`src/rtl/adc_sram_pkg.sv`:
```
// Shared types for the ADC-to-SRAM arbiter: FSM states, grant encoding
// and the active-low SRAM strobe bundle.
package adc_sram_pkg;

   typedef enum logic [1:0] {
      IDLE     = 2'd0,
      WRITE    = 2'd1,
      READ     = 2'd2,
      READ_CAP = 2'd3
   } state_e;

   typedef enum logic {
      GNT_ADC  = 1'b0,
      GNT_HOST = 1'b1
   } gnt_e;

   typedef struct packed {
      logic cs_n;
      logic we_n;
      logic oe_n;
   } strobe_t;

   localparam strobe_t STB_IDLE  = '{cs_n: 1'b1, we_n: 1'b1, oe_n: 1'b1};
   localparam strobe_t STB_WRITE = '{cs_n: 1'b0, we_n: 1'b0, oe_n: 1'b1};
   localparam strobe_t STB_READ  = '{cs_n: 1'b0, we_n: 1'b1, oe_n: 1'b0};

endpackage

```
`src/rtl/adc_sram_rr_arb.sv`:
```
// Two-requester round-robin arbiter: on a tie, grants whichever side was not
// granted last. gnt is one-hot, bit 0 = ADC, bit 1 = host.
module adc_sram_rr_arb
   import adc_sram_pkg::*;
(
   input  logic       clk,
   input  logic       reset_n,
   input  logic       req_adc,
   input  logic       req_host,
   input  logic       advance,
   output logic [1:0] gnt
);

   gnt_e last_q;

   // NOTE: every combinational output gets a default first, so no path leaves it unassigned (no latch).
   always_comb begin
      gnt = 2'b00;
      if (req_adc && (!req_host || last_q == GNT_HOST))
         gnt[0] = 1'b1;
      else if (req_host)
         gnt[1] = 1'b1;
   end

   // NOTE: sequential state uses non-blocking assignments only.
   always_ff @(posedge clk or negedge reset_n) begin
      if (!reset_n)
         last_q <= GNT_HOST;
      else if (advance && gnt[0])
         last_q <= GNT_ADC;
      else if (advance && gnt[1])
         last_q <= GNT_HOST;
   end

endmodule

```
`src/rtl/adc_sram_arbiter.sv`:
```
// Shares one asynchronous SRAM between an ADC sample stream (one-entry
// holding register, circular write pointer) and a host read port.
module adc_sram_arbiter
   import adc_sram_pkg::*;
#(
   parameter int DATA_WIDTH = 8,
   parameter int ADDR_WIDTH = 10
) (
   input  logic                  clk,
   input  logic                  reset_n,
   input  logic                  adc_valid,
   input  logic [DATA_WIDTH-1:0] adc_data,
   output logic                  adc_ready,
   input  logic                  host_req,
   input  logic [ADDR_WIDTH-1:0] host_addr,
   output logic                  host_ack,
   output logic [DATA_WIDTH-1:0] host_rdata,
   output logic [ADDR_WIDTH-1:0] sram_addr,
   output logic [DATA_WIDTH-1:0] sram_dout,
   input  logic [DATA_WIDTH-1:0] sram_din,
   output logic                  sram_cs_n,
   output logic                  sram_we_n,
   output logic                  sram_oe_n,
   input  logic                  ovf_clr,
   output logic [ADDR_WIDTH-1:0] wr_ptr,
   output logic                  wrapped,
   output logic                  overflow
);

   state_e                state, next_state;
   strobe_t               stb_d;
   logic                  hold_valid;
   logic [DATA_WIDTH-1:0] hold_data;
   logic                  adc_accept, adc_drop, host_req_eff;
   logic [1:0]            gnt;

   // The holding register frees up during WRITE, so a new sample can land
   // in the same cycle the old one goes out.
   assign adc_ready    = !hold_valid || (state == WRITE);
   assign adc_accept   = adc_valid && adc_ready;
   assign adc_drop     = adc_valid && !adc_ready;
   assign host_req_eff = host_req && !host_ack;

   adc_sram_rr_arb u_arb (
      .clk      (clk),
      .reset_n  (reset_n),
      .req_adc  (hold_valid),
      .req_host (host_req_eff),
      .advance  (state == IDLE),
      .gnt      (gnt)
   );

   always_ff @(posedge clk or negedge reset_n) begin
      if (!reset_n) state <= IDLE;
      else          state <= next_state;
   end

   always_comb begin
      next_state = state;
      unique case (state)
         IDLE: begin
            if (gnt[0])      next_state = WRITE;
            else if (gnt[1]) next_state = READ;
         end
         WRITE:    next_state = IDLE;
         READ:     next_state = READ_CAP;
         READ_CAP: next_state = IDLE;
         default:  next_state = IDLE;
      endcase
   end

   // Strobes are decoded from next_state and registered, so the pins line
   // up with the state they belong to without combinational glitches.
   always_comb begin
      stb_d = STB_IDLE;
      unique case (next_state)
         WRITE:          stb_d = STB_WRITE;
         READ, READ_CAP: stb_d = STB_READ;
         default:        stb_d = STB_IDLE;
      endcase
   end

   always_ff @(posedge clk or negedge reset_n) begin
      if (!reset_n) begin
         {sram_cs_n, sram_we_n, sram_oe_n} <= STB_IDLE;
         sram_addr  <= '0;
         sram_dout  <= '0;
         host_ack   <= 1'b0;
         host_rdata <= '0;
      end else begin
         {sram_cs_n, sram_we_n, sram_oe_n} <= stb_d;
         if (next_state == WRITE) begin
            sram_addr <= wr_ptr;
            sram_dout <= hold_data;
         end else if (next_state == READ || next_state == READ_CAP) begin
            sram_addr <= host_addr;
         end
         host_ack <= (state == READ_CAP);
         if (state == READ_CAP)
            host_rdata <= sram_din;
      end
   end

   // NOTE: hold_data is a single register, not a memory array, so it is cheap to reset.
   always_ff @(posedge clk or negedge reset_n) begin
      if (!reset_n) begin
         hold_valid <= 1'b0;
         hold_data  <= '0;
         wr_ptr     <= '0;
         wrapped    <= 1'b0;
         overflow   <= 1'b0;
      end else begin
         if (adc_accept) begin
            hold_valid <= 1'b1;
            hold_data  <= adc_data;
         end else if (state == WRITE) begin
            hold_valid <= 1'b0;
         end
         if (state == WRITE) begin
            wr_ptr <= wr_ptr + ADDR_WIDTH'(1);
            if (wr_ptr == '1)
               wrapped <= 1'b1;
         end
         // A drop in the same cycle as a clear wins: the loss must stay visible.
         if (adc_drop)
            overflow <= 1'b1;
         else if (ovf_clr)
            overflow <= 1'b0;
      end
   end

endmodule

```
`config.mk`:
```
export PLATFORM = sky130hd
export DESIGN_NAME = adc_sram_arbiter
export DESIGN_NICKNAME = d
export VERILOG_FILES = /design/src/rtl/adc_sram_pkg.sv /design/src/rtl/adc_sram_rr_arb.sv /design/src/rtl/adc_sram_arbiter.sv
export SDC_FILE = /design/constraint.sdc
export NUM_CORES = 1
export LEC_CHECK = 0
export ABC_AREA = 0
export CORE_UTILIZATION = 48
export CTS_CLUSTER_SIZE = 14
export DETAILED_ROUTE_END_ITERATION = 16
export GPL_ROUTABILITY_DRIVEN = 0
export PLACE_DENSITY = 0.91
export SETUP_SLACK_MARGIN = 0.05
export SYNTH_ARGS = -nofsm -noshare
export SYNTH_HDL_FRONTEND = slang
export SYNTH_HIERARCHICAL = 1
export SYNTH_SLANG_ARGS = --single-unit
```
`constraint.sdc`:
```
create_clock -name clk -period 5.4 [get_ports clk]
set_clock_uncertainty 0.15 [all_clocks]
set_input_delay 1.35 -clock clk [delete_from_list [all_inputs] [get_ports clk]]
set_output_delay 1.35 -clock clk [all_outputs]
set_load 0.02 [all_outputs]
```
==> results of run 1 <==
-- layout make-up --
cell class	instances	area [um2]	area share
Sequential cell	54	1360	0.448
Multi-Input combinational cell	88	768	0.254
Timing Repair Buffer	74	733	0.242
Clock buffer	8	80.1	0.0265
Tap cell	52	65.1	0.0215
Inverter	6	22.5	0.00744
-- sequential cells by signal (all words and copies together) (netlist names) --
| signal | count |
|---|---|
| sram_addr | 10 |
| state | 2 |
| sram_dout | 8 |
| u_arb/last_q | 1 |
| wrapped | 1 |
| hold_valid | 1 |
| wr_ptr | 10 |
| sram_we_n | 1 |
| sram_oe_n | 1 |
| host_ack | 1 |
| sram_cs_n | 1 |
| hold_data | 8 |
| overflow | 1 |
| host_rdata | 8 |
-- per-layer routing --
layer | track usage | up-vias | share of wire
li1 | - | 694 | -
met1 | 0.227 | 719 | 0.44
met2 | 0.323 | 56 | 0.49
met3 | 0.0669 | 6 | 0.067
met4 | 0.0600 | 0 | 0.013
met5 | 0 | - | 0
-- cell usage after synthesis (all sizes together) (2+ instances only) --
library cell / n
nand4: 3
and2: 11
a21boi: 3
nor2b: 2
nor2: 4
dfstp: 4
nand3: 3
nand2b: 2
inv: 6
nand2: 4
a221o: 10
xnor2: 8
mux2: 25
buf: 6
dfrtp: 50
and4b: 2
-- metrics by stage --
step	instance area [um2]	setup WS [ns]	cells
2_1_floorplan	2190	2.58	154
3_3_place_gp	2950	1.92	274
3_5_place_dp	2950	1.85	274
4_1_cts	3030	2.13	282
5_1_grt	3030	2.03	282
6_report	3030	2.14	282
-- how the worst min path moves through the flow --
stage | from | slack [ns] | cells after the start | to
floorplan | hold_data[0] | 0.31 | 1 | sram_dout[0]
global placement | sram_dout[0] | 0.32 | 1 | sram_dout[0]
detailed placement | wrapped | 0.32 | 1 | wrapped
CTS | wrapped | 0.34 | 1 | wrapped
global route | wrapped | 0.35 | 1 | wrapped
finish | wrapped | 0.34 | 1 | wrapped
-- logic make-up (layout without fill, tap and decap cells) --
group,Yosys count,count (layout),synth area share
AO/OA/AOI/OAI,18,18,0.0781
XOR/XNOR,9,9,0.0359
adder cells (fa/ha/maj),1,1,0.00570
buffers and inverters,12,88,0.0319
flip-flops,54,54,0.618
multiplexers,25,25,0.128
AND/OR/NAND/NOR,35,35,0.102
-- layout by cell type, fill, tap and decap left out, drive strengths merged, types with 4 or more instances in the layout --
cell type	n
and2	11
dfrtp	50
xnor2	8
inv	6
nand2	4
a221o	10
mux2	25
dfstp	4
clkdlybuf4s50	72
nor2	4
clkbuf	8
-- power breakdown --
| group | leakage (nW) | internal (mW) | total (mW) | switching [mW] |
|---|---|---|---|---|
| combinational | 0.601 | 0.449 | 0.837 | 0.389 |
| sequential | 0.657 | 0.588 | 0.719 | 0.131 |
| clock | 0.0395 | 0.0925 | 0.215 | 0.122 |
| total | 1.30 | 1.13 | 1.77 | 0.642 |
==> run metrics, run 1 <==
Die ar.=4850 um2; worst ir drop on vdd=0.290 mV; clk_lat worst skew=0.30 ns; Rows=24; maximum clock path buffer count=2; Nets=261; initial core utilization=0.501; Crit Path Max Fanout=9; most used flip-flop cell after synthesis=dfrtp_1; Seq cells post-synth=54; Worst Path Arrival=1.76 ns; Slew HR=0.526; WP data required=3.90 ns; Die Y-Extent=69.6 um; ys async rst share=1.00; proportion of layout cells with a drive suffix above 1=0.170; CP Launch Type=flip-flop; Avg Cell Area, Syn=14.3 um2; crit path kind=reg -> out; Synth top area share=0.570; 1st-iter DRT viols=70; remaining antenna violation count=0; R2R depth=4; Area contributors post-synth=dfrtp_1, mux2_2, dfstp_2; Die Wd=69.6 um; Period minus WS final=3.26 ns; dpl hpwl=3.05 mm; final hold vios=0; GR Overflow Total=0; Min-Delay Path Class=reg -> reg; Final setup viols=0; CP delay by family, top=buffers and inverters; EDFF count, synth=0; Distinct cells, synth=33; aggregate routed wire length=4.25 mm; CTS Buf Count=5; worst-path cell chain=nand2b_4 > nand2_1 > clkdlybuf4s50_1; Antenna Diode Count=0; initial antenna violation count=0; sequential share of the synthesized area=0.618; Fill cells=323; vias after detailed routing=1,475; hold_buf cts=0; root buf cell=clkbuf_8; Pre-antenna DRT Iters=4; vias per cell=5.23; Total GRT Usage=0.190; maxcap violations=0; largest net degree at the start of global routing=55; Slowest Stage Delay on Critical Path=0.61 ns; CP endpoint=adc_ready; Synth Cell Area=2190 um2; WL/cell=15.1 um; core area=4380 um2; Worst-Margin Slew=0.711 ns; Ports=74; cell taking the most area after synthesis=dfrtp_1; Mapped Cells=154; clock sink count=54; hold_ws=0.344 ns; worst path bufs/invs=1; setup bufs post-CTS=0; Reg2Reg Setup Slack=3.17 ns; slowest library cell on the worst path=clkdlybuf4s50_1; FF-to-FF Start=u_arb/last_q; status=finished, final reports clean; Period Utilization, post-route=0.604; Synth Warn #=6; first-pass GRT wire length=7.11 mm; CTS tree=built; critical path endpoint category=primary output; DRC=0; Cell Pwr Density=585 nW/um2; f_max=307 MHz; total power=1.77 mW; total negative slack=0 ns; post-synthesis net count=186; Buffers on Ports=73; max-slew violations=0; number of global-route vias before repair=1,526; Worst R2R End=sram_dout[7]; P_leak=1.30 nW; RSZ-0062 raised after global routing=no; Levels on crit path=3; CP startpoint=state[1]; CTS H-tree depth=2; Final Util=0.690; cts repair resizes=0; Clk pin slew, worst setup/hold paths=0.09 ns; area grow syn2layout=37.9%
Power figures use the tool's default switching activity.
==> run 2, diff against run 1 <==
- CORE_UTILIZATION: 48 -> 41
- PLACE_DENSITY: 0.91 -> 0.83
- clock period: 5.4 -> 3 ns (I/O delays scaled with it)
==> run metrics, run 2 (synthesis gave the netlist of run 1 again) <==
Die Wd=75.2 um (was 69.6 um); Period minus WS final=2.68 ns; CTS H-tree depth=2 (unchanged); CTS tree=built (unchanged); Slew HR=0.567 (was 0.526); hold_ws=0.333 ns (was 0.344 ns); Rows=26 (was 24); f_max=373 MHz; GR Overflow Total=0 (unchanged); Top Registers=sram_addr: 10 flops, wr_ptr: 10 flops (unchanged); WP data required=2.10 ns (was 3.90 ns); root buf cell=clkbuf_8 (unchanged); design area=3120 um2 (was 3030 um2); clock sink count=54 (unchanged); vias after detailed routing=1,436 (was 1,475); P_leak=1.33 nW (was 1.30 nW); number of global-route vias before repair=1,499 (was 1,526); CP Launch Type=flip-flop (unchanged); cts repair resizes=0 (unchanged); status=finished, final reports clean (unchanged); max-slew violations=0 (unchanged); Buffers on Ports=73 (unchanged); total negative slack=0 ns (unchanged); crit path kind=reg -> out (unchanged); proportion of layout cells with a drive suffix above 1=0.186 (was 0.170); core area=5140 um2 (was 4380 um2); CTS Buf Count=5 (unchanged); 1st-iter DRT viols=98 (was 70); aggregate routed wire length=4.01 mm (was 4.25 mm); first-pass GRT wire length=6.85 mm (was 7.11 mm); initial core utilization=0.427 (was 0.501); dpl hpwl=2.90 mm (was 3.05 mm); Ports=74 (unchanged); maximum clock path buffer count=2 (unchanged); Die ar.=5650 um2 (was 4850 um2); Pre-antenna DRT Iters=4 (unchanged); Min-Delay Path Class=reg -> reg (unchanged); Antenna Diode Count=0 (unchanged); critical path endpoint category=primary output (unchanged); clk_lat worst skew=0.30 ns (about the same); Cell Pwr Density=1080 nW/um2 (was 585 nW/um2); DRC=0 (unchanged); R2R depth=5 (was 4); WL/cell=13.3 um (was 15.1 um); Reg2Reg Setup Slack=1.08 ns (was 3.17 ns); setup bufs post-CTS=0 (unchanged); largest net degree at the start of global routing=55 (unchanged); most frequent cells in the layout=clkdlybuf4s50_1, dfrtp_1, mux2_2 (unchanged); Total GRT Usage=0.164 (was 0.190); Worst Path Arrival=1.78 ns (was 1.76 ns); Die Y-Extent=75.2 um (was 69.6 um); Final setup viols=0 (unchanged); Area after DPL=2980 um2 (was 2950 um2); total power=3.37 mW (was 1.77 mW); commonest non-fill, non-tap cell in the layout=clkdlybuf4s50_1 (unchanged); remaining antenna violation count=0 (unchanged); area grow syn2layout=42.1% (was 37.9%); hold path depth=1 (unchanged); Nets=262 (was 261); hold_buf cts=0 (unchanged); Period Utilization, post-route=0.893; worst ir drop on vdd=0.559 mV (was 0.290 mV); RSZ-0062 raised after global routing=no (unchanged); initial antenna violation count=0 (unchanged); Crit Path Max Fanout=9 (unchanged); vias per cell=4.77 (was 5.23); Clk pin slew, worst setup/hold paths=0.09 ns (about the same); Worst-Margin Slew=0.650 ns (was 0.711 ns); final hold vios=0 (unchanged); maxcap violations=0 (unchanged); Fill cells=432 (was 323); Final Util=0.607 (was 0.690)
[run 2: cell types whose count changed in the layout (fill, tap and decap cells not counted), sizes merged]
cell / before / now
buf: 2 / 3
clkbuf: 8 / 6
bufinv: 0 / 2
[run 2: final cells by class]
type | instances | area, um2 | share of cell area
multi-input cells | 88 | 768 | 0.246
clock buffers | 6 | 82.6 | 0.0265
clock inverters | 2 | 60.1 | 0.0193
inverters | 6 | 22.5 | 0.00722
flip-flops and latches | 54 | 1360 | 0.435
repair buffers | 75 | 741 | 0.238
well taps | 70 | 87.6 | 0.0281
[run 2: metrics by stage]
stage | worst slack, ns | std cells
floorplan | 0.778 | 154
detailed placement | 0.283 | 293
finish | 0.322 | 301
CTS | 0.305 | 301
global route | 0.238 | 301
global placement | 0.342 | 293
[run 2: worst max-delay path: stages, from the launching register on]
cell,delay (ns)
dfrtp_1,0.51
nand2b_4,0.24
nand2_1,0.11
clkdlybuf4s50_1,0.63
[run 2: worst paths after layout]
path	from	endpoint
min in group asynchronous	reset_n	sram_dout[7]
hold / removal	wrapped	wrapped
hold reg to reg	wrapped	wrapped
setup / recovery	state[1]	adc_ready
setup reg to reg	u_arb/last_q	sram_dout[2]
max in group asynchronous	reset_n	wr_ptr[8]
[run 2: where the power goes]
| part | total [mW] | switching [mW] | internal, mW |
|---|---|---|---|
| logic | 1.50 | 0.684 | 0.816 |
| registers | 1.29 | 0.235 | 1.06 |
| clock network | 0.572 | 0.216 | 0.355 |
| total | 3.37 | 1.14 | 2.23 |
[run 2: routing by layer]
metal,part of all wire,track usage,vias to the layer above
li1,-,-,695
met1,0.44,0.201,678
met2,0.47,0.275,58
met3,0.080,0.0509,5
met4,0.010,0.0556,0
met5,0,0,-
==> run 3, diff against run 2 <==
- CORE_UTILIZATION: 41 -> 45
- PLACE_DENSITY: 0.83 -> 0.86
- RECOVER_POWER: default -> 100
- clock period: 3 -> 2.5 ns (I/O delays scaled with it)
==> run metrics, run 3 (synthesis gave the netlist of run 1 again) <==
Total GRT Usage=0.176 (was 0.164); hold_buf cts=0 (unchanged); met2 Use GR=0.286 (was 0.275); proportion of layout cells with a drive suffix above 1=0.180 (was 0.186); Nets=264 (was 262); CTS H-tree depth=2 (unchanged); total negative slack=0 ns (unchanged); Die Wd=71.8 um (was 75.2 um); Worst-Margin Slew=1.28 ns (was 0.650 ns); Ports=74 (unchanged); WL/cell=14.2 um (was 13.3 um); critical path endpoint category=primary output (unchanged); root buf cell=clkbuf_8 (unchanged); Slowest Stage Delay on Critical Path=0.61 ns (was 0.63 ns); Cell Pwr Density=1230 nW/um2 (was 1080 nW/um2); area grow syn2layout=39.3% (was 42.1%); worst ir drop on vdd=0.494 mV (was 0.559 mV); core area=4690 um2 (was 5140 um2); Worst Path Arrival=1.56 ns (was 1.78 ns); Pre-antenna DRT Iters=4 (unchanged); largest net degree at the start of global routing=55 (unchanged); initial antenna violation count=0 (unchanged); final hold vios=0 (unchanged); cts repair resizes=0 (unchanged); f_max=428 MHz; placed cell count=279 (was 293); Rows=25 (was 26); clock sink count=54 (unchanged); Most Used Layer, Global Route=met2 (unchanged); met3 usage in global routing=0.0492 (was 0.0509); Final setup viols=0 (unchanged); first-pass GRT wire length=6.96 mm (was 6.85 mm); 1st-iter DRT viols=82 (was 98); WP data required=1.73 ns (was 2.10 ns); number of global-route vias before repair=1,508 (was 1,499); Top Registers=sram_addr: 10 flops, wr_ptr: 10 flops (unchanged); CP Launch Type=flip-flop (unchanged); crit path kind=reg -> out (unchanged); Fill cells=372 (was 432); vias per cell=5.24 (was 4.77); aggregate routed wire length=4.08 mm (was 4.01 mm); Antenna Diode Count=0 (unchanged); Period Utilization, post-route=0.934; commonest non-fill, non-tap cell in the layout=dfrtp_1 (was clkdlybuf4s50_1); slowest library cell on the worst path=clkdlybuf4s50_1 (unchanged); worst-path cell chain=nand2b_4 > nand2_1 > clkdlybuf4s50_1 (unchanged); Period minus WS final=2.34 ns; Clk pin slew, worst setup/hold paths=0.09 ns (about the same); CTS Buf Count=5 (unchanged); max-slew violations=0 (unchanged); post-route setup slack=0.164 ns (was 0.322 ns); remaining antenna violation count=0 (unchanged); Die Y-Extent=71.8 um (was 75.2 um); Min-Delay Path Class=reg -> reg (unchanged); Crit Path Max Fanout=6 (was 9); met1 Use GR=0.227 (was 0.201); initial core utilization=0.468 (was 0.427); most frequent cells in the layout=dfrtp_1, dlygate4sd3_1, clkdlybuf4s50_1 (was clkdlybuf4s50_1, dfrtp_1, mux2_2); Die ar.=5160 um2 (was 5650 um2); vias after detailed routing=1,504 (was 1,436); CTS tree=built (unchanged); status=finished, final reports clean (unchanged); DRC=0 (unchanged); maximum clock path buffer count=2 (unchanged); Setup WS pre-CTS=-0.0312 ns (was 0.283 ns); clk_lat worst skew=0.30 ns (about the same); setup bufs post-CTS=0 (unchanged); fin cells=287 (was 301); multi-input logic area=757 um2 (was 768 um2); Final Util=0.651 (was 0.607); GR Overflow Total=0 (unchanged); dpl hpwl=2.99 mm (was 2.90 mm); Register Area=1360 um2 (unchanged); Slew HR=0.147 (was 0.567); RSZ-0062 raised after global routing=no (unchanged); Buffers on Ports=73 (unchanged); P_leak=1.37 nW (was 1.33 nW); maxcap violations=0 (unchanged)
## run 3: cell types whose count changed in the layout (fill, tap and decap cells not counted)
cell	before	now
clkdlybuf4s50_1	72	28
a21boi_4	1	0
buf_12	0	1
dlygate4sd3_1	0	44
clkinv_2	0	1
bufinv_16	2	0
a21boi_1	1	2
clkbuf_2	0	1
clkbuf_1	0	2
buf_4	2	1
## run 3: critical path, delay by kind of cell (launching register included)
family	cells	cell delay, ns
buffers and inverters	1	0.61
DFF	1	0.39
and+or+nand+nor	2	0.26
## run 3: worst paths after layout
kind	from	endpoint	slack [ns]	cells past startpoint
min in group asynchronous	reset_n	sram_addr[2]	0.53	2
worst max-delay path	state[1]	adc_ready	0.16	3
worst min-delay path	wrapped	wrapped	0.32	1
max in group asynchronous	reset_n	hold_data[7]	0.90	2
worst max register to register	u_arb/last_q	sram_addr[9]	0.56	6
worst min register to register	wrapped	wrapped	0.32	1
## run 3: cell type report
class                   instances  area share
clock inverters                 1     0.00164
repair buffers                 77       0.249
well taps                      54      0.0221
multi-input cells              88       0.248
clock buffers                   7      0.0282
flip-flops and latches         54       0.444
inverters                       6     0.00737
## run 3: power by group
part           internal, mW  total [mW]  switching (mW)
Combinational         0.908        1.76           0.856
Sequential             1.27        1.50           0.233
Clock                 0.224       0.488           0.264
## run 3: metal layers
metal	part of all wire	vias to the layer above	routed length (um)
li1	-	704	-
met1	0.44	746	1780
met2	0.49	47	2010
met3	0.059	7	240
met4	0.013	0	55
met5	0	-	0
## run 3: stage by stage
stage                     power [mW]  hold slack, ns  cell area [um2]
after global placement          3.38           0.308             3000
final                           3.76           0.325             3060
after floorplan                 2.64           0.179             2190
after CTS                       3.94           0.165             3090
after global routing            4.01           0.358             3060
after detailed placement        3.45           0.313             3000
